File: src/rtl/spi_master_link_pkg.sv
// Shared definitions for the SPI master link and its enc/dec subnode:
// FSM encoding and the message/key/slot width derivations.
package spi_master_link_pkg;

  localparam int unsigned WordW = 32;

  typedef enum logic [2:0] {
    StIdle,
    StArm,
    StCsSetup,
    StShiftIn,
    StSettle,
    StShiftOut,
    StCsHold,
    StDone
  } state_e;

  function automatic int unsigned msg_width(input int unsigned nb);
    return WordW * nb;
  endfunction

  function automatic int unsigned key_width(input int unsigned nk);
    return WordW * nk;
  endfunction

  // Bit slots clocked into the subnode before readout: message then key.
  function automatic int unsigned in_slots(input int unsigned nb, input int unsigned nk);
    return msg_width(nb) + key_width(nk);
  endfunction

endpackage

File: src/rtl/spi_master_link_if.sv
// Serial link between the master and one enc/dec subnode.
interface spi_master_link_if;

  logic cs;
  logic sclk;
  logic to_sub_sdi;
  logic sub_rst;
  logic from_sub_sdo;

  modport master (
    output cs,
    output sclk,
    output to_sub_sdi,
    output sub_rst,
    input  from_sub_sdo
  );

  modport slave (
    input  cs,
    input  sclk,
    input  to_sub_sdi,
    input  sub_rst,
    output from_sub_sdo
  );

endinterface

File: src/rtl/spi_bit_phase.sv
// Two-cycle sclk slot generator: high phase then low phase while enabled,
// idles high otherwise; slot_end_o marks the last cycle of each slot.
module spi_bit_phase (
  input  logic in_clk,
  input  logic rst,
  input  logic en_i,
  output logic sclk_o,
  output logic slot_end_o
);

  logic sclk_q, sclk_d;

  always_comb begin
    sclk_d = en_i ? ~sclk_q : 1'b1;
  end

  always_ff @(posedge in_clk) begin
    if (rst) begin
      sclk_q <= 1'b1;
    end else begin
      sclk_q <= sclk_d;
    end
  end

  assign sclk_o     = sclk_q;
  assign slot_end_o = en_i & ~sclk_q;

endmodule

File: src/rtl/spi_master_link.sv
// Upstream SPI master: shifts message then key into the subnode, waits for
// the enc/dec core to settle, then clocks the result back, all MSB first.
module spi_master_link
  import spi_master_link_pkg::*;
#(
  parameter int unsigned nk     = 8,
  parameter int unsigned nb     = 4,
  parameter int unsigned nr     = 14,
  parameter int unsigned SETTLE = 16
) (
  input  logic                    in_clk,
  input  logic                    rst,
  input  logic                    start,
  input  logic [WordW*nb-1:0]     msg_in,
  input  logic [WordW*nk-1:0]     key_in,
  spi_master_link_if.master       spi,
  output logic [WordW*nb-1:0]     result,
  output logic                    busy,
  output logic                    done
);

  localparam int unsigned MW    = msg_width(nb);
  localparam int unsigned TW    = in_slots(nb, nk);
  localparam int unsigned SlotW = $clog2(TW + 1);
  localparam int unsigned SetW  = $clog2(SETTLE + 1);

  localparam logic [SlotW-1:0] InLast  = SlotW'(TW - 1);
  localparam logic [SlotW-1:0] OutLast = SlotW'(MW - 1);
  localparam logic [SetW-1:0]  SetLast = SetW'(SETTLE - 1);

  if (SETTLE < 1 || nr == 0) begin : g_param_check
    $error("spi_master_link: SETTLE must be at least 1 and nr nonzero");
  end

  state_e            state_q, state_d;
  logic [TW-1:0]     tx_q, tx_d;
  logic [MW-1:0]     rx_q, rx_d;
  logic [MW-1:0]     result_q, result_d;
  logic [SlotW-1:0]  slot_q, slot_d;
  logic [SetW-1:0]   settle_q, settle_d;
  logic              cs_q, cs_d;
  logic              sdi_q, sdi_d;
  logic              sub_rst_q, sub_rst_d;
  logic              busy_q, busy_d;
  logic              done_q, done_d;

  logic shift_en;
  logic sclk;
  logic slot_end;

  assign shift_en = (state_q == StShiftIn) || (state_q == StShiftOut);

  spi_bit_phase u_bit_phase (
    .in_clk     (in_clk),
    .rst        (rst),
    .en_i       (shift_en),
    .sclk_o     (sclk),
    .slot_end_o (slot_end)
  );

  always_comb begin
    state_d  = state_q;
    tx_d     = tx_q;
    rx_d     = rx_q;
    result_d = result_q;
    slot_d   = slot_q;
    settle_d = settle_q;

    case (state_q)
      StIdle: begin
        if (start) begin
          tx_d    = {msg_in, key_in};
          state_d = StArm;
        end
      end
      StArm:     state_d = StCsSetup;
      StCsSetup: state_d = StShiftIn;
      StShiftIn: begin
        if (slot_end) begin
          tx_d = tx_q << 1;
          if (slot_q == InLast) begin
            slot_d  = '0;
            state_d = StSettle;
          end else begin
            slot_d = slot_q + 1'b1;
          end
        end
      end
      StSettle: begin
        if (settle_q == SetLast) begin
          settle_d = '0;
          state_d  = StShiftOut;
        end else begin
          settle_d = settle_q + 1'b1;
        end
      end
      StShiftOut: begin
        // Subnode drives each bit on the falling edge; take it as the slot closes.
        if (slot_end) begin
          rx_d = {rx_q[MW-2:0], spi.from_sub_sdo};
          if (slot_q == OutLast) begin
            slot_d  = '0;
            state_d = StCsHold;
          end else begin
            slot_d = slot_q + 1'b1;
          end
        end
      end
      StCsHold: begin
        result_d = rx_q;
        state_d  = StDone;
      end
      StDone:  state_d = StIdle;
      default: state_d = StIdle;
    endcase

    // Pin outputs are registered from the next state so they change with it.
    cs_d      = !(state_d inside {StCsSetup, StShiftIn, StSettle, StShiftOut, StCsHold});
    sdi_d     = (state_d == StCsSetup || state_d == StShiftIn) ? tx_d[TW-1] : 1'b0;
    sub_rst_d = (state_d == StArm);
    busy_d    = !(state_d inside {StIdle, StDone});
    done_d    = (state_d == StDone);
  end

  always_ff @(posedge in_clk) begin
    if (rst) begin
      state_q   <= StIdle;
      tx_q      <= '0;
      rx_q      <= '0;
      result_q  <= '0;
      slot_q    <= '0;
      settle_q  <= '0;
      cs_q      <= 1'b1;
      sdi_q     <= 1'b0;
      sub_rst_q <= 1'b1;
      busy_q    <= 1'b0;
      done_q    <= 1'b0;
    end else begin
      state_q   <= state_d;
      tx_q      <= tx_d;
      rx_q      <= rx_d;
      result_q  <= result_d;
      slot_q    <= slot_d;
      settle_q  <= settle_d;
      cs_q      <= cs_d;
      sdi_q     <= sdi_d;
      sub_rst_q <= sub_rst_d;
      busy_q    <= busy_d;
      done_q    <= done_d;
    end
  end

  assign spi.cs         = cs_q;
  assign spi.sclk       = sclk;
  assign spi.to_sub_sdi = sdi_q;
  assign spi.sub_rst    = sub_rst_q;
  assign result         = result_q;
  assign busy           = busy_q;
  assign done           = done_q;

endmodule
File: src/flat_wrapper.sv
// flat-port wrapper written by rule: the top's interface ports become plain ports
module spi_master_link_flat import spi_master_link_pkg::*;
#(
  parameter int unsigned nk     = 8,
  parameter int unsigned nb     = 4,
  parameter int unsigned nr     = 14,
  parameter int unsigned SETTLE = 16
)
  (in_clk, rst, start, msg_in, key_in, result, busy, done, spi_cs, spi_sclk, spi_to_sub_sdi, spi_sub_rst, spi_from_sub_sdo);
  spi_master_link_if spi_i ();
  input  logic in_clk;
  input  logic rst;
  input  logic start;
  input  logic [WordW*nb-1:0] msg_in;
  input  logic [WordW*nk-1:0] key_in;
  output logic [WordW*nb-1:0] result;
  output logic busy;
  output logic done;
  output wire logic [$bits(spi_i.cs)-1:0] spi_cs;
  output wire logic [$bits(spi_i.sclk)-1:0] spi_sclk;
  output wire logic [$bits(spi_i.to_sub_sdi)-1:0] spi_to_sub_sdi;
  output wire logic [$bits(spi_i.sub_rst)-1:0] spi_sub_rst;
  input wire logic [$bits(spi_i.from_sub_sdo)-1:0] spi_from_sub_sdo;
  assign spi_cs = spi_i.cs;
  assign spi_sclk = spi_i.sclk;
  assign spi_to_sub_sdi = spi_i.to_sub_sdi;
  assign spi_sub_rst = spi_i.sub_rst;
  assign spi_i.from_sub_sdo = spi_from_sub_sdo;
  spi_master_link #(.nk(nk), .nb(nb), .nr(nr), .SETTLE(SETTLE)) u_core (.in_clk(in_clk), .rst(rst), .start(start), .msg_in(msg_in), .key_in(key_in), .spi(spi_i), .result(result), .busy(busy), .done(done));
endmodule
File: config.mk
export PLATFORM = sky130hd
export DESIGN_NAME = spi_master_link_flat
export DESIGN_NICKNAME = d
export VERILOG_FILES = /design/src/rtl/spi_master_link_pkg.sv /design/src/rtl/spi_master_link_if.sv /design/src/rtl/spi_bit_phase.sv /design/src/rtl/spi_master_link.sv /design/src/flat_wrapper.sv
export SDC_FILE = /design/constraint.sdc
export NUM_CORES = 1
export LEC_CHECK = 0
export CAP_MARGIN = 25
export CORE_UTILIZATION = 51
export CTS_CLUSTER_DIAMETER = 100
export DETAILED_ROUTE_END_ITERATION = 8
export PLACE_DENSITY_LB_ADDON = 0.25
export SYNTH_ARGS = -nofsm -noshare
export SYNTH_HDL_FRONTEND = slang
export SYNTH_HIERARCHICAL = 1
export SYNTH_SLANG_ARGS = --single-unit
export TNS_END_PERCENT = 100
File: constraint.sdc
create_clock -name in_clk -period 2.32 [get_ports in_clk]
set_input_delay 0.464 -clock in_clk [delete_from_list [all_inputs] [get_ports in_clk]]
set_output_delay 0.464 -clock in_clk [all_outputs]
set_load 0.005 [all_outputs]
* Word-level counts from Yosys, hierarchy flattened *
Cells that the tools add are included.

storage, ports and cells
  output and inout bits = 134
  logic and storage cells = 70
  flip-flop bits (word level) = 663

operators by class
  mux-type cells = 16
  bitwise gates (word level) = 4
  reduce and logical (&&, ||, !) cells = 15
  add/sub/neg operators = 2
  equal/unequal tests = 20

operator list
  kind                   number
  $mux W384              2
  $pmux W384 S2          1
  $mux W9                4
  $eq A3 B3 Y1 const B   8
  $pmux W3 S8            1
  $mux W3                6
  $pmux W9 S2            1
  $eq A3 B2 Y1 const B   4
  $add A9 B1 Y9 const B  1
  $eq A9 B7 Y1 const B   1
  $eq A9 B9 Y1 const B   1
  $eq A3 B1 Y1 const B   2
  $logic_not A3 Y1       2
  $reduce_and A3 Y1      2
  $reduce_bool A2 Y1     3
  $add A5 B1 Y5 const B  1
  $eq A5 B4 Y1 const B   1
  $mux W5                1
  $reduce_bool A5 Y1     1
  $ne A2 B1 Y1 const B   2
  $reduce_or A2 Y1       2
  $not A1 Y1             3
  $logic_not A1 Y1       2
  $logic_or A1 B1 Y1     2
  3 further kinds        3

* Depth between registers and ports, before layout *
Gate-level depths: netlist of the first run.

  word-level depth = 9
  gate-level depth with buffers = 11
  depth with buffers taken out = 8

* Hierarchy *
The synthesis of the first run kept the hierarchy.

by module, submodules not included
  module           area an instance (µm²)  cells an instance  times used
  spi_master_link  24,693.7                2,942              1
  spi_bit_phase    33.8                    3                  1

* Least setup slack after synthesis of the first run *
No wires, ideal clock.

  path type = reg-to-reg
  start point = reg u_core.state_q[1]
  end point = reg u_core.busy_q (netlist: u_core/busy)
  arrival time = 2,001 ps
  library setup time = 121 ps
  stages on the path, launching flop included = 10
  path slack = 197 ps
  clock period less this slack = 2,123 ps
  cell sequence = dfxtp_1 -> buf_4 -> xor2_1 -> and2_1 -> nor2b_1 -> inv_1 -> nor4_2 -> nor2b_1 -> nor4_4 -> mux2_4

on the way
  longest elaborated chain between the ends = 8
  elaborated cells on any way between the ends = 21
  classes of those cells = eq/ne: 8; mux: 7; bitwise: 1; reduce/logical: 5

RTL lines
  what                                              line                                          RTL
  from (decl)                                       spi_master_link.sv:35                         state_e state_q, state_d;
  from (signal assigned)                            spi_master_link.sv:127                        state_q <= StIdle;
  from (signal assigned)                            spi_master_link.sv:139                        state_q <= state_d;
  $eq A3 B2 Y1 or $eq A3 B3 Y1 (tied branches)      spi_master_link.sv:51                         assign shift_en = (state_q == StShiftIn) || (state_q == StShiftOut);
  $logic_or A1 B1 Y1 *                              spi_master_link.sv:51
  via u_core.shift_en                               spi_master_link.sv:47                         logic shift_en;
  $and A1 B1 Y1 *                                   spi_bit_phase.sv:26                           assign slot_end_o = en_i & ~sclk_q;
  via u_core.slot_end                               spi_master_link.sv:49                         logic slot_end;
  $mux W3 (on tied branches)                        spi_master_link.sv:99, spi_master_link.sv:79
  $pmux W3 S8 *                                     spi_master_link.sv:69                         case (state_q)
  $eq A3 B3 Y1 or $logic_not A3 Y1 (tied branches)  spi_master_link.sv:121                        busy_d = !(state_d inside {StIdle, StDone});
  $reduce_bool A2 Y1 *                              spi_master_link.sv:121
  $logic_not A1 Y1 *                                spi_master_link.sv:121
  to (signal assigned)                              spi_master_link.sv:148                        busy_q <= busy_d;
  to (decl)                                         spi_master_link.sv:44                         logic busy_q, busy_d;

Mark *: on every way through the listed nets, which the timed path passes. The rest lies on a longest branch.
A chain may end at the register's enable or synchronous reset.

* Worst setup path after layout of the first run *
  start point = reg u_core.state_q[2]
  end point = reg u_core.tx_q[182]

on the way
  longest elaborated chain between the ends = 5
  elaborated cells on any way between the ends = 10
  classes of those cells = eq/ne: 4; mux: 1; bitwise: 1; reduce/logical: 4

RTL lines
  what                                          line                    RTL
  $eq A3 B2 Y1 or $eq A3 B3 Y1 (tied branches)  spi_master_link.sv:51
  $logic_or A1 B1 Y1 *                          spi_master_link.sv:51
  via u_core.shift_en                           spi_master_link.sv:47
  $and A1 B1 Y1 *                               spi_bit_phase.sv:26
  via u_core.slot_end                           spi_master_link.sv:49
  $ne A2 B1 Y1 (no line) *                      --
  $reduce_and A3 Y1 (no line) *                 --
  to (signal assigned)                          spi_master_link.sv:140  tx_q <= tx_d;
  to (decl)                                     spi_master_link.sv:36   logic [TW-1:0] tx_q, tx_d;

Marked as above.

==> results.sh, run 1 <==
export IMPL_status="completed"
export IMPL_worstPathMaxFanout=38
export IMPL_placed_area_mm2=0.0305
export IMPL_dr_pass1_iters=6
export IMPL_ys_dominant_reg_cell="dfxtp_1"
export IMPL_max_freq_mhz=466
export IMPL_die_h_um=222
export IMPL_portBuffers=521
export IMPL_synthArstFlopShare_pct=0
export IMPL_dp_cells=3907
export IMPL_drtAntennaViolNets=0
export IMPL_worstHoldStart="rst"
export IMPL_finalClockSkew_ps=19.9
export IMPL_die_x_um=222
export IMPL_viasPerCell=5.68
export IMPL_rsz0062_at_grt="no"
export IMPL_tightest_slew_ps=603
export IMPL_core_area_mm2=0.0477
export IMPL_syn_inst=2945
export IMPL_required_ps=2850
export IMPL_routed_wl_um=73100
export IMPL_syn_nets=3335
export IMPL_drt_iter0_markers=2115
export IMPL_crit_type="reg -> reg"
export IMPL_syn_to_final_growth_pct=33.0
export IMPL_clkTransAtPathRegs_ps=60
export IMPL_worstSetupStartpointType="register"
export IMPL_final_cell_mix="nand2_1 (910), dfxtp_1 (663), a21oi_1 (645), clkdlybuf4s50_1 (520), a22oi_1 (383)"
export IMPL_gp_congestion=0.882
export IMPL_seq_power_share_pct=47.1
export IMPL_clockBufferDepth=3
export IMPL_layout_setup_ws_ps=176
export IMPL_drive_gt1_share_pct=6.18
export IMPL_switching_share_pct=23.6
export IMPL_intPower_uw=19800
export IMPL_pin_count=522
export IMPL_cp_arrival_ps=2670
export IMPL_cts_root_buffer="clkbuf_16"
export IMPL_antenna_found_initial=8
export IMPL_cts_sink_count=663
export IMPL_end_kind="register"
export IMPL_hpwl_um=48300
export IMPL_postCtsSetupRepairBufs=0
export IMPL_initial_utilization_pct=51.8
export IMPL_critPathLaunch="u_core/state_q[2]$_SDFF_PP0_"
export IMPL_dieArea_mm2=0.0494
export IMPL_grtUsageTotal_pct=28.5
export IMPL_relSlewSlack_pct=59.8
export IMPL_hold_class="in -> reg"
export IMPL_synth_seq_cells=663
export IMPL_syn_avg_cell_area_um2=8.40
export IMPL_finalMaxSlewViolations=0
export IMPL_p_switching_uw=6120
export IMPL_post_route_period_util_pct=92.4
export IMPL_row_count=80
export IMPL_h_tree_depth=3
export IMPL_drc=0
export IMPL_finalInstanceArea_mm2=0.0329
export IMPL_synth_edff_count=0
export IMPL_yosysUniqueCellTypes=40
export IMPL_overflow=0
export IMPL_ys_seq_area_share_pct=53.7
export IMPL_grt_pass1_vias=22300
export IMPL_mappedNetlistArea_mm2=0.0247
export IMPL_instances_no_fill=4042
export IMPL_fin_nets=3753
export IMPL_total_power_uw=25900
export IMPL_power_density_mw_per_mm2=789
export IMPL_post_route_min_period_ps=2140
export IMPL_grt_max_degree=129
export IMPL_drv_cap=0
export IMPL_pwr_share_clk_pct=43.2
export IMPL_setup_tns_ps=0
export IMPL_insertion_delay_ps=610
export IMPL_p_leak_uw=0.0113
export IMPL_r2r_start="u_core/state_q[2]$_SDFF_PP0_"
export IMPL_vias=22900
export IMPL_setup_violations=0
export IMPL_cts_tree="done"
export IMPL_comb_power_share_pct=9.8
export IMPL_nFillCells=3658
export IMPL_dp_slack_ps=38.8
export IMPL_grt_pass1_wl_um=114000
export IMPL_yosys_warnings=6
export IMPL_ir_drop_mv=0.659
export IMPL_mostFrequentLayoutCell="nand2_1"
export IMPL_cts_buffers=69
export IMPL_wl_per_cell_um=18.1
export IMPL_hold_viol=0
[cell usage after synthesis (2+ instances only)]
cell type	number	share of area, %
buf_2	99	2.0
and3_1	5	0.13
clkbuf_1	91	1.4
dfxtp_1	663	54
a21oi_1	645	13
nor2b_1	3	0.076
nor3_1	3	0.061
a22oi_1	383	12
xnor2_1	5	0.18
and2_1	5	0.13
buf_1	10	0.15
nand4_1	3	0.076
nand3b_1	2	0.061
buf_4	56	1.7
ha_1	2	0.10
buf_6	4	0.18
nand3_1	2	0.040
nor2_1	24	0.36
inv_1	3	0.046
xor2_1	6	0.21
nand2_1	911	14
nor3b_1	2	0.061
[cell families (layout without fill, tap and decap cells)]
family,Yosys count,count (layout),share of synthesized area (%)
other,0,10,0
buffers and inverters,263,735,5.46
multiplexers,2,2,0.101
AO/OA/AOI/OAI,1032,1032,24.8
flip-flops,663,663,53.7
AND/OR/NAND/NOR,972,972,15.4
adder cells (fa/ha/maj),2,2,0.101
XOR/XNOR,11,11,0.390
[final timing paths]
kind	to	slack (ps)	cells past startpoint
hold reg to reg	u_core/result[39]$_SDFFE_PP0N_	450	2
setup reg to reg	u_core/tx_q[182]$_SDFFE_PP0P_	180	8
setup / recovery	u_core/tx_q[182]$_SDFFE_PP0P_	180	8
hold / removal	u_core/result[11]$_SDFFE_PP0N_	250	2
[sequential cells by signal (all words and copies together) (netlist names)]
register	cells
u_core/spi.sub_rst	1
u_core/u_bit_phase/sclk_o	1
u_core/rx_q	128
u_core/tx_q	384
u_core/slot_q	9
u_core/spi.cs	1
u_core/done	1
u_core/state_q	3
u_core/settle_q	5
u_core/busy	1
u_core/result	128
u_core/spi.to_sub_sdi	1
[per-layer routing]
metal  wire length, um  GRT usage (%)
met5                12              0
met2             35900           48.9
met4              2960           13.4
met3              5640           6.55
met1             28600           33.7
[timing repair]
item | 4_1_cts | 5_1_grt
hold buffers | 0 | 0
resized for setup | 0 | 2
setup endpoints to repair | 0 | 267
[area by class of cell]
type | instances | area [um2] | share of cell area, %
diodes | 10 | 25.0 | 0.0761
well taps | 615 | 769 | 2.34
inverters | 3 | 11.3 | 0.0343
multi-input cells | 2019 | 10100 | 30.8
flip-flops and latches | 663 | 13300 | 40.4
clock inverters | 24 | 297 | 0.902
repair buffers | 607 | 6340 | 19.3
clock buffers | 101 | 2020 | 6.14
[power by group through the flow]
stage / Sequential, uW / Clock (uW) / Combinational, uW
after floorplan: 12400 / 0 / 1420
after global placement: 12400 / 0 / 2420
after detailed placement: 12400 / 0 / 2490
after CTS: 12200 / 11300 / 2520
after global routing: 12200 / 11800 / 2750
final: 12200 / 11200 / 2530
[per-stage QoR]
stage	hold WS (ps)	util [%]
2_1_floorplan	412	-
3_3_place_gp	441	63.9
3_5_place_dp	432	63.9
4_1_cts	230	68.8
5_1_grt	259	68.8
6_report	250	68.9
[worst max-delay path: stages, from the launching register on]
cell and delay, ps:
dfxtp_1 350, xor2_1 160, and2_1 160, nor2b_2 240, and4b_4 420, buf_12 210, buf_12 210, a22oi_1 130
a21oi_1 170
Note: power is estimated with default switching activity, not from simulation.
==> run 2, diff against run 1 <==
Clock period 2.32 ns to 2.4 ns, I/O delays scaled along.
==> run 2 against run 1 <==
The flow now finishes with violations (DRC). Setup slack got worse by 27 ps. Register-to-register slack got worse by 30 ps. Clock skew decreased by 2.2 ps. Critical endpoint is now u_core/tx_q[150]$_SDFFE_PP0P_. Cell area decreased by 0.36%. Count of clock-buffer cells in the layout decreased by 1. Cell count decreased by 0.37%. Utilization decreased by 0.25 points. Global-route usage decreased by 0.63 points. Non-clock buffer count decreased by 6. Maximum frequency decreased by 4.7%.
==> results.sh, run 2 (synthesized netlist as in run 1, its figures left out) <==
export IMPL_tightest_slew_ps=620
export IMPL_setup_tns_ps=0
export IMPL_maxUsedRoutingLayer="met5"
export IMPL_seq_area_mm2=0.0133
export IMPL_core_area_mm2=0.0477
export IMPL_dr_pass1_iters=9
export IMPL_overflow=0
export IMPL_row_count=80
export IMPL_grt_pass1_wl_um=112000
export IMPL_pwr_share_clk_pct=43.1
export IMPL_clkTransAtPathRegs_ps=60
export IMPL_cts_buffers=68
export IMPL_hpwl_um=47600
export IMPL_drtAntennaViolNets=0
export IMPL_drc=5
export IMPL_dp_slack_ps=108
export IMPL_postCtsSetupRepairBufs=0
export IMPL_met1_length_um=28900
export IMPL_viasPerCell=5.67
export IMPL_r2r_start="u_core/state_q[1]$_SDFF_PP0_"
export IMPL_wl_per_cell_um=18.0
export IMPL_rr_worst_depth=8
export IMPL_r2r_setup_slack_ps=150
export IMPL_p_leak_uw=0.0112
export IMPL_fin_nets=3746
export IMPL_multi_input_area_mm2=0.0101
export IMPL_drv_cap=0
export IMPL_mostFrequentLayoutCell="nand2_1"
export IMPL_ir_drop_mv=0.654
export IMPL_cts_tree="done"
export IMPL_final_cell_mix="nand2_1 (910), dfxtp_1 (663), a21oi_1 (645), clkdlybuf4s50_1 (520), a22oi_1 (383)"
export IMPL_grt_max_degree=129
export IMPL_r2r_end="u_core/tx_q[150]$_SDFFE_PP0P_"
export IMPL_crit_type="reg -> reg"
export IMPL_intPower_uw=19200
export IMPL_status="complete, but fails checks"
export IMPL_antenna_found_initial=8
export IMPL_dieArea_mm2=0.0494
export IMPL_vias=22800
export IMPL_critPathLaunch="u_core/state_q[1]$_SDFF_PP0_"
export IMPL_grtUsageTotal_pct=27.9
export IMPL_hold_viol=0
export IMPL_layout_setup_ws_ps=149
export IMPL_instances_no_fill=4027
export IMPL_routed_wl_um=72300
export IMPL_relSlewSlack_pct=58.7
export IMPL_dp_cells=3901
export IMPL_die_x_um=222
export IMPL_die_h_um=222
export IMPL_post_route_period_util_pct=93.8
export IMPL_pin_count=522
export IMPL_finalMaxSlewViolations=0
export IMPL_comb_power_share_pct=9.7
export IMPL_power_density_mw_per_mm2=763
export IMPL_syn_to_final_growth_pct=32.5
export IMPL_failed_checks="DRC"
export IMPL_regMostFlops="u_core/tx_q"
export IMPL_worstSetupStartpointType="register"
export IMPL_switching_share_pct=23.2
export IMPL_wl_met3_um=5360
export IMPL_route_met2_wl_um=35500
export IMPL_finalClockSkew_ps=17.8
export IMPL_setup_violations=0
export IMPL_seq_power_share_pct=47.2
export IMPL_cts_root_buffer="clkbuf_16"
export IMPL_p_switching_uw=5810
export IMPL_hold_class="in -> reg"
export IMPL_cp_arrival_ps=2760
export IMPL_portBuffers=521
export IMPL_clockBufferDepth=3
export IMPL_largest_reg_flops=384
export IMPL_grt_pass1_vias=21600
export IMPL_h_tree_depth=3
export IMPL_required_ps=2910
export IMPL_insertion_delay_ps=600
export IMPL_max_freq_mhz=444
export IMPL_hold_ws_ps=282
export IMPL_post_route_min_period_ps=2250
export IMPL_drive_gt1_share_pct=5.94
export IMPL_rsz0062_at_grt="no"
export IMPL_gp_congestion=0.862
export IMPL_endpoint="u_core/tx_q[150]$_SDFFE_PP0P_"
export IMPL_nFillCells=3757
export IMPL_drt_iter0_markers=2204
export IMPL_cts_sink_count=663
export IMPL_worstPathMaxFanout=34
export IMPL_initial_utilization_pct=51.8
export IMPL_end_kind="register"
## run 2: final cells by class
class                           count  share of cell area (%)
Timing Repair Buffer              601                    19.1
Inverter                            3                  0.0344
Clock buffer                      100                    6.27
Multi-Input combinational cell   2019                    30.9
Antenna cell                       10                  0.0764
Clock inverter                     16                   0.741
Tap cell                          615                    2.35
Sequential cell                   663                    40.5
## run 2: worst min path at each step
stage	start	slack, ps	end	depth (start not counted)
6_report	rst	280	u_core/result[7]$_SDFFE_PP0N_	2
5_1_grt	rst	290	u_core/result[5]$_SDFFE_PP0N_	2
4_1_cts	rst	270	u_core/settle_q[0]$_SDFFE_PP0P_	2
3_5_place_dp	u_core/u_bit_phase/sclk_o$_SDFF_PP1_	420	u_core/u_bit_phase/sclk_o$_SDFF_PP1_	1
3_3_place_gp	u_core/u_bit_phase/sclk_o$_SDFF_PP1_	420	u_core/u_bit_phase/sclk_o$_SDFF_PP1_	1
2_1_floorplan	u_core/u_bit_phase/sclk_o$_SDFF_PP1_	410	u_core/u_bit_phase/sclk_o$_SDFF_PP1_	1
## run 2: stage by stage
stage / total power, uW / utilization (%) / area [um2]
detailed placement: 14400 / 63.7 / 30400
global placement: 14300 / 63.7 / 30400
floorplan: 13300 / - / 24700
finish: 25000 / 68.6 / 32800
CTS: 25100 / 68.6 / 32700
global route: 25900 / 68.6 / 32700
## run 2: worst max-delay path: stages, from the launching register on
cell	delay (ps)
dfxtp_1	340
xor2_1	210
and2_1	170
nor2b_2	230
and4b_4	400
buf_12	270
buf_12	210
a22oi_1	110
a21oi_1	180
## run 2: metal layers
layer	GRT usage (%)	vias to the layer above
li1	-	11000
met1	33.5	10900
met2	47.8	788
met3	6.60	163
met4	11.4	2
met5	0	-
## run 2: power groups by stage
stage          sequential (uW)  clock [uW]  combinational [uW]
3_5_place_dp             12000           0                2390
5_1_grt                  11800       11400                2630
4_1_cts                  11800       10900                2410
2_1_floorplan            11900           0                1370
6_report                 11800       10800                2420
3_3_place_gp             12000           0                2320
## run 2: what timing repair did
item                                    4_1_cts  5_1_grt
resized for setup                             0        1
endpoints found under the setup margin        0      170
hold buffers                                  0        0
